===== config.mk =====
export PLATFORM = sky130hd
export DESIGN_NAME = mem_port_arbiter_flat
export DESIGN_NICKNAME = d
export VERILOG_FILES = /design/src/rtl/mem_port_arbiter_if.sv /design/src/rtl/mem_port_arbiter.sv /design/src/flat_wrapper.sv
export SDC_FILE = /design/constraint.sdc
export NUM_CORES = 1
export LEC_CHECK = 0
export ABC_CLOCK_PERIOD_IN_PS = 4950
export CAP_MARGIN = 20
export CORE_AREA = 2 2 108 110
export DETAILED_ROUTE_END_ITERATION = 7
export DIE_AREA = 0 0 110 112
export DONT_BUFFER_PORTS = 1
export PLACE_DENSITY = 0.65
export SYNTH_ARGS = -nofsm -noshare
export SYNTH_HDL_FRONTEND = slang
export SYNTH_SLANG_ARGS = --single-unit

===== constraint.sdc =====
create_clock -name clk -period 4.95 [get_ports clk]
set_input_delay 0.2475 -clock clk [delete_from_list [all_inputs] [get_ports clk]]
set_output_delay 0.2475 -clock clk [all_outputs]
set_load 0.05 [all_outputs]

===== src/rtl/mem_port_arbiter_if.sv =====
// Bundle of pipeline-side request/response and bus-side handshake signals.
interface mem_port_arbiter_if #(
   parameter int unsigned ADDR_W = 32,
   parameter int unsigned DATA_W = 32
);
   logic                  longest_stall;

   logic                  inst_req;
   logic [ADDR_W-1:0]     inst_addr;
   logic [DATA_W-1:0]     inst_rdata;
   logic                  i_stall;

   logic                  data_req;
   logic                  data_wr;
   logic [DATA_W/8-1:0]   data_wstrb;
   logic [ADDR_W-1:0]     data_addr;
   logic [DATA_W-1:0]     data_wdata;
   logic [DATA_W-1:0]     data_rdata;
   logic                  d_stall;

   logic                  bus_req;
   logic                  bus_wr;
   logic [DATA_W/8-1:0]   bus_wstrb;
   logic [ADDR_W-1:0]     bus_addr;
   logic [DATA_W-1:0]     bus_wdata;
   logic                  bus_addr_ok;
   logic                  bus_data_ok;
   logic [DATA_W-1:0]     bus_rdata;

   // Arbiter view
   modport master (
      input  longest_stall,
      input  inst_req, inst_addr,
      output inst_rdata, i_stall,
      input  data_req, data_wr, data_wstrb, data_addr, data_wdata,
      output data_rdata, d_stall,
      output bus_req, bus_wr, bus_wstrb, bus_addr, bus_wdata,
      input  bus_addr_ok, bus_data_ok, bus_rdata
   );

   // Datapath + bus bridge view
   modport slave (
      output longest_stall,
      output inst_req, inst_addr,
      input  inst_rdata, i_stall,
      output data_req, data_wr, data_wstrb, data_addr, data_wdata,
      input  data_rdata, d_stall,
      input  bus_req, bus_wr, bus_wstrb, bus_addr, bus_wdata,
      output bus_addr_ok, bus_data_ok, bus_rdata
   );
endinterface


===== src/rtl/mem_port_arbiter.sv =====
// Shares one SRAM-like bus port between instruction fetch and data access.
// Data side has fixed priority; one transaction outstanding at a time.
module mem_port_arbiter #(
   parameter int unsigned ADDR_W = 32,
   parameter int unsigned DATA_W = 32
) (
   input  logic                  clk,
   input  logic                  rst,
   mem_port_arbiter_if.master    port
);
   localparam int unsigned STRB_W = DATA_W / 8;

   localparam logic [2:0] S_IDLE   = 3'd0;
   localparam logic [2:0] S_D_ADDR = 3'd1;
   localparam logic [2:0] S_D_DATA = 3'd2;
   localparam logic [2:0] S_I_ADDR = 3'd3;
   localparam logic [2:0] S_I_DATA = 3'd4;

   logic [2:0]          state_q,      state_d;
   logic                i_done_q,     i_done_d;
   logic                d_done_q,     d_done_d;
   logic                bus_req_q,    bus_req_d;
   logic                bus_wr_q,     bus_wr_d;
   logic [STRB_W-1:0]   bus_wstrb_q,  bus_wstrb_d;
   logic [ADDR_W-1:0]   bus_addr_q,   bus_addr_d;
   logic [DATA_W-1:0]   bus_wdata_q,  bus_wdata_d;
   logic [DATA_W-1:0]   inst_rdata_q, inst_rdata_d;
   logic [DATA_W-1:0]   data_rdata_q, data_rdata_d;

   logic                set_i;
   logic                set_d;
   logic                arb;

   // Next-state, bus field and done-flag logic
   always_comb begin
      state_d      = state_q;
      i_done_d     = i_done_q;
      d_done_d     = d_done_q;
      bus_req_d    = bus_req_q;
      bus_wr_d     = bus_wr_q;
      bus_wstrb_d  = bus_wstrb_q;
      bus_addr_d   = bus_addr_q;
      bus_wdata_d  = bus_wdata_q;
      inst_rdata_d = inst_rdata_q;
      data_rdata_d = data_rdata_q;
      arb          = 1'b0;

      // Responses only count in the matching DATA state; stale ones are dropped
      set_i = (state_q == S_I_DATA) && port.bus_data_ok;
      set_d = (state_q == S_D_DATA) && port.bus_data_ok;

      case (state_q)
         S_IDLE: arb = 1'b1;
         S_D_ADDR: begin
            if (port.bus_addr_ok) begin
               state_d   = S_D_DATA;
               bus_req_d = 1'b0;
            end
         end
         S_I_ADDR: begin
            if (port.bus_addr_ok) begin
               state_d   = S_I_DATA;
               bus_req_d = 1'b0;
            end
         end
         S_D_DATA: begin
            if (port.bus_data_ok) begin
               if (!bus_wr_q) data_rdata_d = port.bus_rdata;
               arb = 1'b1;
            end
         end
         S_I_DATA: begin
            if (port.bus_data_ok) begin
               inst_rdata_d = port.bus_rdata;
               arb = 1'b1;
            end
         end
         default: begin
            state_d   = S_IDLE;
            bus_req_d = 1'b0;
         end
      endcase

      // Arbitration sees done flags including this cycle's completion
      if (arb) begin
         if (port.data_req && !(d_done_q || set_d)) begin
            state_d     = S_D_ADDR;
            bus_req_d   = 1'b1;
            bus_wr_d    = port.data_wr;
            bus_wstrb_d = port.data_wr ? port.data_wstrb : STRB_W'(0);
            bus_addr_d  = port.data_addr;
            bus_wdata_d = port.data_wdata;
         end else if (port.inst_req && !(i_done_q || set_i)) begin
            state_d     = S_I_ADDR;
            bus_req_d   = 1'b1;
            bus_wr_d    = 1'b0;
            bus_wstrb_d = STRB_W'(0);
            bus_addr_d  = port.inst_addr;
            bus_wdata_d = DATA_W'(0);
         end else begin
            state_d   = S_IDLE;
            bus_req_d = 1'b0;
         end
      end

      // Completion wins over a pipeline advance in the same cycle
      if (set_i)                    i_done_d = 1'b1;
      else if (!port.longest_stall) i_done_d = 1'b0;
      if (set_d)                    d_done_d = 1'b1;
      else if (!port.longest_stall) d_done_d = 1'b0;
   end

   // State and output registers
   always_ff @(posedge clk or negedge rst) begin
      if (!rst) begin
         state_q      <= S_IDLE;
         i_done_q     <= 1'b0;
         d_done_q     <= 1'b0;
         bus_req_q    <= 1'b0;
         bus_wr_q     <= 1'b0;
         bus_wstrb_q  <= '0;
         bus_addr_q   <= '0;
         bus_wdata_q  <= '0;
         inst_rdata_q <= '0;
         data_rdata_q <= '0;
      end else begin
         state_q      <= state_d;
         i_done_q     <= i_done_d;
         d_done_q     <= d_done_d;
         bus_req_q    <= bus_req_d;
         bus_wr_q     <= bus_wr_d;
         bus_wstrb_q  <= bus_wstrb_d;
         bus_addr_q   <= bus_addr_d;
         bus_wdata_q  <= bus_wdata_d;
         inst_rdata_q <= inst_rdata_d;
         data_rdata_q <= data_rdata_d;
      end
   end

   assign port.bus_req    = bus_req_q;
   assign port.bus_wr     = bus_wr_q;
   assign port.bus_wstrb  = bus_wstrb_q;
   assign port.bus_addr   = bus_addr_q;
   assign port.bus_wdata  = bus_wdata_q;
   assign port.inst_rdata = inst_rdata_q;
   assign port.data_rdata = data_rdata_q;

   // Stalls are combinational so the hazard unit sees requests immediately
   assign port.i_stall = port.inst_req & ~i_done_q;
   assign port.d_stall = port.data_req & ~d_done_q;

endmodule


===== src/flat_wrapper.sv =====
// flat-port wrapper written by rule: the top's interface ports become plain ports
module mem_port_arbiter_flat 
#(
   parameter int unsigned ADDR_W = 32,
   parameter int unsigned DATA_W = 32
)
  (clk, rst, port_longest_stall, port_inst_req, port_inst_addr, port_inst_rdata, port_i_stall, port_data_req, port_data_wr, port_data_wstrb, port_data_addr, port_data_wdata, port_data_rdata, port_d_stall, port_bus_req, port_bus_wr, port_bus_wstrb, port_bus_addr, port_bus_wdata, port_bus_addr_ok, port_bus_data_ok, port_bus_rdata);
  mem_port_arbiter_if #(.ADDR_W(ADDR_W), .DATA_W(DATA_W)) port_i ();
  input  logic clk;
  input  logic rst;
  input wire logic [$bits(port_i.longest_stall)-1:0] port_longest_stall;
  input wire logic [$bits(port_i.inst_req)-1:0] port_inst_req;
  input wire logic [$bits(port_i.inst_addr)-1:0] port_inst_addr;
  output wire logic [$bits(port_i.inst_rdata)-1:0] port_inst_rdata;
  output wire logic [$bits(port_i.i_stall)-1:0] port_i_stall;
  input wire logic [$bits(port_i.data_req)-1:0] port_data_req;
  input wire logic [$bits(port_i.data_wr)-1:0] port_data_wr;
  input wire logic [$bits(port_i.data_wstrb)-1:0] port_data_wstrb;
  input wire logic [$bits(port_i.data_addr)-1:0] port_data_addr;
  input wire logic [$bits(port_i.data_wdata)-1:0] port_data_wdata;
  output wire logic [$bits(port_i.data_rdata)-1:0] port_data_rdata;
  output wire logic [$bits(port_i.d_stall)-1:0] port_d_stall;
  output wire logic [$bits(port_i.bus_req)-1:0] port_bus_req;
  output wire logic [$bits(port_i.bus_wr)-1:0] port_bus_wr;
  output wire logic [$bits(port_i.bus_wstrb)-1:0] port_bus_wstrb;
  output wire logic [$bits(port_i.bus_addr)-1:0] port_bus_addr;
  output wire logic [$bits(port_i.bus_wdata)-1:0] port_bus_wdata;
  input wire logic [$bits(port_i.bus_addr_ok)-1:0] port_bus_addr_ok;
  input wire logic [$bits(port_i.bus_data_ok)-1:0] port_bus_data_ok;
  input wire logic [$bits(port_i.bus_rdata)-1:0] port_bus_rdata;
  assign port_i.longest_stall = port_longest_stall;
  assign port_i.inst_req = port_inst_req;
  assign port_i.inst_addr = port_inst_addr;
  assign port_inst_rdata = port_i.inst_rdata;
  assign port_i_stall = port_i.i_stall;
  assign port_i.data_req = port_data_req;
  assign port_i.data_wr = port_data_wr;
  assign port_i.data_wstrb = port_data_wstrb;
  assign port_i.data_addr = port_data_addr;
  assign port_i.data_wdata = port_data_wdata;
  assign port_data_rdata = port_i.data_rdata;
  assign port_d_stall = port_i.d_stall;
  assign port_bus_req = port_i.bus_req;
  assign port_bus_wr = port_i.bus_wr;
  assign port_bus_wstrb = port_i.bus_wstrb;
  assign port_bus_addr = port_i.bus_addr;
  assign port_bus_wdata = port_i.bus_wdata;
  assign port_i.bus_addr_ok = port_bus_addr_ok;
  assign port_i.bus_data_ok = port_bus_data_ok;
  assign port_i.bus_rdata = port_bus_rdata;
  mem_port_arbiter #(.ADDR_W(ADDR_W), .DATA_W(DATA_W)) u_core (.clk(clk), .rst(rst), .port(port_i));
endmodule

-- Yosys cells after proc, flatten, opt, wreduce, memory -nomap -nowiden
Cells that the tools add are included.
- bits in registers: 139
- input port bits: 140
- equality and inequality tests: 10
- muxes and demuxes: 25
- bitwise operators: 5
- reduce and logical (&&, ||, !) cells: 18
- operators by type and width (kind ; number):
    32-bit two-way mux ; 4
    3-bit two-way mux ; 4
    4-bit two-way mux ; 3
    1-bit two-way mux ; 10
    3-bit one-hot mux with 3 select lines ; 1
    3-bit by 2-bit == test with 1-bit output (second input constant) ; 2
    2-bit by 1-bit inequality test with 1-bit output (second input constant) ; 3
    3-bit by 2-bit inequality test with 1-bit output (second input constant) ; 2
    2-bit AND reduction ; 3
    3-bit AND reduction ; 2
    1-bit logical AND ; 4
    1-bit one-hot mux with 2 select lines ; 2
    2-bit OR reduction ; 2
    3-bit by 1-bit == test with 1-bit output (second input constant) ; 1
    3-bit == test (second input constant) ; 1
    3-bit logical NOT ; 1
    3-bit by 1-bit inequality test with 1-bit output (second input constant) ; 1
    1-bit NOT ; 3
    3-bit OR reduction ; 1
    1-bit bitwise AND ; 2
    1-bit logical NOT ; 2
    1-bit logical OR ; 2
    2-bit two-way mux ; 1
    2-bit nonzero test ; 1

-- Logic depth before layout (Yosys ltp)
- depth after elaboration: 8
- depth in mapped cells: 6

-- Least setup slack after synthesis
OpenSTA, ideal clock, no wires.
- kind: flip-flop to flip-flop
- start: reg u_core.state_q[1]
- end: reg u_core.bus_addr_q[30], in the netlist u_core.port.bus_addr[30]
- setup time: 125 ps
- arrival time: 1694 ps
- required time: 4825 ps
- path slack: 3131 ps
- stages on the path, launching flop included: 7
- buffers on the path: 2
- clock period less this slack: 1819 ps
- cell sequence: dfrtp_1 buf_4 and4bb_1 nor2_2 buf_4 mux2_2 mux2_4
- cells in the longest elaborated chain, start to end: 7
- elaborated cells between the ends (all ways): 16
- classes of those cells: 2 x eq/ne; 2 x mux; 12 x reduce/logical
- RTL lines (item ; RTL line ; source):
    from (decl) ; mem_port_arbiter.sv:19 ; logic [2:0] state_q, state_d;
    from (signal assigned) ; mem_port_arbiter.sv:127 ; state_q <= state_d;
    3-bit == test or 3-bit by 2-bit == test with 1-bit output (tied branches) ; mem_port_arbiter.sv:49, mem_port_arbiter.sv:52, mem_port_arbiter.sv:50 ;
    1-bit logical AND (on tied branches) ; mem_port_arbiter.sv:49, mem_port_arbiter.sv:50 ;
    1-bit logical OR (on tied branches) ; mem_port_arbiter.sv:93, mem_port_arbiter.sv:86 ;
    1-bit logical NOT (on tied branches) ; mem_port_arbiter.sv:93, mem_port_arbiter.sv:86 ;
    1-bit logical AND (on tied branches) ; mem_port_arbiter.sv:93, mem_port_arbiter.sv:86 ;
    2-bit nonzero test (no source line) ; -- ;
    2-bit AND reduction (no source line) ; -- ;
    to (signal assigned) ; mem_port_arbiter.sv:133 ; bus_addr_q <= bus_addr_d;
    to (decl) ; mem_port_arbiter.sv:25 ; logic [ADDR_W-1:0] bus_addr_q, bus_addr_d;
Several ways; a longest one is shown, not always the timed one.
A chain may end at the register's enable or synchronous reset.

-- Worst setup path in the final report
- start: reg u_core.state_q[2]
- end: reg u_core.bus_addr_q[10], in the netlist u_core.port.bus_addr[10]
The elaborated chain is that of the path after synthesis.

==> impl.org <==
** Placed design
- Placer congestion estimate :: 0.768
- Prior to clock tree synthesis, the placed netlist has a worst setup slack of between 2 and 2.5 ns.
- Estimated wirelength of the detail-placed design :: 8.14 mm
- Cell total after placement :: 480
- During placement, the flow inserted port buffers numbering 0.

** Min path
- Hold WC Path Type :: in2reg
- Hold Path Depth :: 1
- The path with the worst hold slack has its endpoint at u_core.port.bus_wstrb[0].
- In this run the most critical hold path is launched from port_data_wstrb[0].

** Drt
- In this run, the number of DRC markers left after iteration 0 of detailed routing was 159.
- Overall via count from detail_route :: ~3300
- Summed over all layers, the routed wires come to 12.7 mm.
- After detailed routing, the number of remaining DRC violations is 0.
- Average routed wire per standard cell :: 21.6 um
- Remaining antenna violation count after routing :: 0
- Detail-routed via count per cell :: about 5.6
- The first TritonRoute pass finished after 4 iterations.

** STA
- The worst pin sits at a relative slew slack of slightly below 30%.
- Summed over all failing endpoints, the final setup total negative slack is 0 ns.
- Count of final hold-check violations :: 0
- The worst path in the final design needs a cycle of between 2 and 2.5 ns, including I/O delays and setup.
- Setup repair after global routing left no endpoint under its margin.
- At the pin with the least slew margin, the transition time is roughly 1.1 ns.
- Dividing the final minimum period by the clock period gives roughly 48%.
- Post-route setup slack :: 2.60 ns
- Setup violations remaining at the end of the flow were counted as 0.
- Between clock sinks in the finished design, the worst skew comes to 0.0101 ns.
- Max Freq :: 425 MHz
- Max Transition Viols Final :: 0

** Synthesis
- Top_reg_cell synth :: dfrtp_1
- After synthesis the netlist holds a flip-flop and latch count of about 140.
- The number of nets in the synthesized netlist is 495.
- In the post-synthesis netlist, the biggest area contributors are dfrtp_1 62%, mux2_2 24%, a22o_1 5.2%.
- Average instance area after synthesis :: 15.8 um^2
- Top-area cell type share of the netlist area :: roughly 62%
- Async set-or-reset flop fraction in the synthesized netlist :: 100%
- The cell area that synthesis handed to floorplanning was about 5600 um^2.
- Number of standard cells after synthesis :: 355
- The biggest area contributor in the post-synthesis netlist is dfrtp_1.
- In this run, synthesis inferred 0 flip-flops with an integrated enable.
- Yosys printed 0 warnings.
- Seq/Total Area, Yosys :: 62.1%
- Count of different cell masters after synthesis :: 30

** Floorplanning
- The total area inside the core boundary comes to 11200 um^2.
- Number of standard-cell rows in the floorplan :: 39
- Initial Utilization :: 50.2%
- Top-level I/O count :: between 200 and 300
- Measured along the y axis, the die boundary spans around 110 um.
- From left edge to right edge, the die measures around 110 um.
- The die covers approximately 12000 um^2.

** Final layout
- The repair_antennas step left the layout with diodes totalling 0.
- Leaving out filler cells and counting taps, the final layout contains a little under 600.
- Of the cells placed in the final design, the portion with a size suffix greater than 1 is between 30% and 40%.
- Net total in the final layout :: 571
- Area growth from synthesis to final layout :: 25.9%

** Worst setup path
- In this design, the stage delay of the slowest critical-path cell is about 0.47 ns.
- STA puts the critical path data arrival time at around 2.6 ns.
- Worst Reg-to-Reg Cells :: 6
- For the worst setup path, the data required time is around 5.2 ns.
- Walking the worst path, the cells encountered are and2b_1 -> o21ai_1 -> a21oi_4 -> buf_16 -> buf_4 -> mux2_2.
- Along the worst path, the maximum fanout reaches 29.
- The worst setup path is of the reg2reg kind.
- Reg2Reg Launch Point :: u_core.state_q[2]
- Family with the most delay on the worst path :: compound AO/OA/AOI/OAI gates
- Critical path buffer and inverter count :: 2
- Type of element launching the critical path :: flop
- In this run the register-to-register setup slack is between 2 and 3 ns.
- Destination of the worst register-to-register timing path :: u_core.port.bus_addr[10]
- STA classifies the critical path endpoint as a flop.
- Critical-path cell with the highest stage delay :: a21oi_4

** GRT
- Entering global routing, the biggest net connects 140 pins.
- The number of antenna violations at the first check in global routing came to 0.
- After global routing the overflow that remains totals 0.
- Wire length of the first global-routing pass :: roughly 19 mm
- Vias in the first global route :: 3512
- Global routing used about a fifth of the available tracks.

** Clocking
- At the later pin of the worst-skew pair, clock insertion delay measures 0.41 ns.
- # clock sinks :: about 140
- Library cell used as clock root buffer :: clkbuf_16
- CTS built an H-tree with a depth of 4.
- TritonCTS clock tree :: built
- Clock transition at the registers of the reported paths :: ~0.060 ns
- Buffers inserted during clock tree synthesis total 17.
- Number of buffers on the longest clock path :: 2

** Run
- Max-cap violations in this run came to 0.

** Outcome
- Outcome :: completed
==> flip-flops by register name (all words and copies together) (netlist names) <==
name                    cells
u_core.port.bus_wr          1
u_core.state_q              3
u_core.port.bus_req         1
u_core.i_done_q             1
u_core.port.bus_addr       32
u_core.d_done_q             1
u_core.port.bus_wstrb       4
u_core.port.data_rdata     32
u_core.port.inst_rdata     32
u_core.port.bus_wdata      32
==> cell type report <==
| class | count | area, um^2 |
|---|---|---|
| repair buffers | 79 | 816 |
| multi-input cells | 193 | 2010 |
| clock buffers | 17 | 425 |
| inverters | 1 | 3.75 |
| fillers | 824 | 4120 |
| flip-flops and latches | 139 | 3480 |
| clock inverters | 15 | 149 |
| well taps | 143 | 179 |
==> metrics by stage <==
step	hold slack, ns	utilization (%)	cell area (um^2)
after global placement	-0.0454	51.0	5700
after CTS	0.00189	62.8	7020
after global routing	0.0136	63.2	7060
after floorplan	-0.0481	-	5610
after detailed placement	-0.0454	51.0	5700
final	0.0228	63.2	7060
==> placed cells by master, fill, tap and decap left out, drive strengths merged <==
master | Yosys | routed
clkinvlp | 0 | 5
a21o | 2 | 2
nand2 | 4 | 4
dfrtp | 139 | 139
clkbuf | 3 | 17
nor2b | 3 | 3
inv | 1 | 3
nand2b | 2 | 2
a22o | 33 | 33
and3 | 1 | 1
nor3b | 1 | 1
clkinv | 0 | 6
o41ai | 1 | 1
mux2 | 128 | 128
and4bb | 1 | 1
a21oi | 1 | 1
nor4 | 1 | 1
buf | 19 | 6
a32o | 4 | 4
or3b | 1 | 1
dlygate4sd3 | 0 | 73
o21ai | 3 | 3
xnor2 | 1 | 1
bufinv | 0 | 2
nor2 | 3 | 3
mux2i | 1 | 1
o32ai | 1 | 1
and2b | 1 | 1
==> kinds of logic after synthesis <==
logic type | count (synthesis) | share of synthesized area (%)
buffers and inverters | 23 | 2.48
XOR/XNOR | 1 | 0.156
flip-flops | 139 | 62.1
AND/OR/NAND/NOR | 18 | 2.34
AO/OA/AOI/OAI | 45 | 6.88
multiplexers | 129 | 26.1
==> what timing repair did <==
item                                   4_1_cts  5_1_grt
endpoints found under the hold margin      242        1
setup buffers                                0        0
hold buffers                                73        1
resized for setup                            0        0
==> cells in the mapped netlist, drive strengths merged, types with 2 or more instances <==
cell / n
a21o: 2
a22o: 33
a32o: 4
buf: 19
clkbuf: 3
dfrtp: 139
mux2: 128
nand2: 4
nand2b: 2
nor2: 3
nor2b: 3
o21ai: 3
==> worst max path at each step <==
| stage | start | end | slack (ns) | cells past startpoint |
|---|---|---|---|---|
| after floorplan | u_core.state_q[1] | u_core.port.bus_addr[30] | 3.13 | 6 |
| after global placement | u_core.d_done_q | u_core.port.bus_addr[10] | 2.38 | 5 |
| after detailed placement | u_core.state_q[2] | u_core.port.bus_addr[6] | 2.28 | 5 |
| after CTS | u_core.state_q[2] | u_core.port.bus_addr[23] | 2.28 | 5 |
| after global routing | u_core.state_q[2] | u_core.port.bus_addr[10] | 2.44 | 6 |
| final | u_core.state_q[2] | u_core.port.bus_addr[10] | 2.60 | 6 |
==> routing by layer <==
layer | GRT usage (%) | up-vias | routed length, um
li1 | - | 1453 | -
met1 | 23.5 | 1649 | 4770
met2 | 34.9 | 171 | 6500
met3 | 8.31 | 13 | 1270
met4 | 6.92 | 0 | 166
met5 | 0 | - | 0
Power is not shown: default switching activity piles up to over one toggle a cycle in this logic, so the estimate is an artifact.
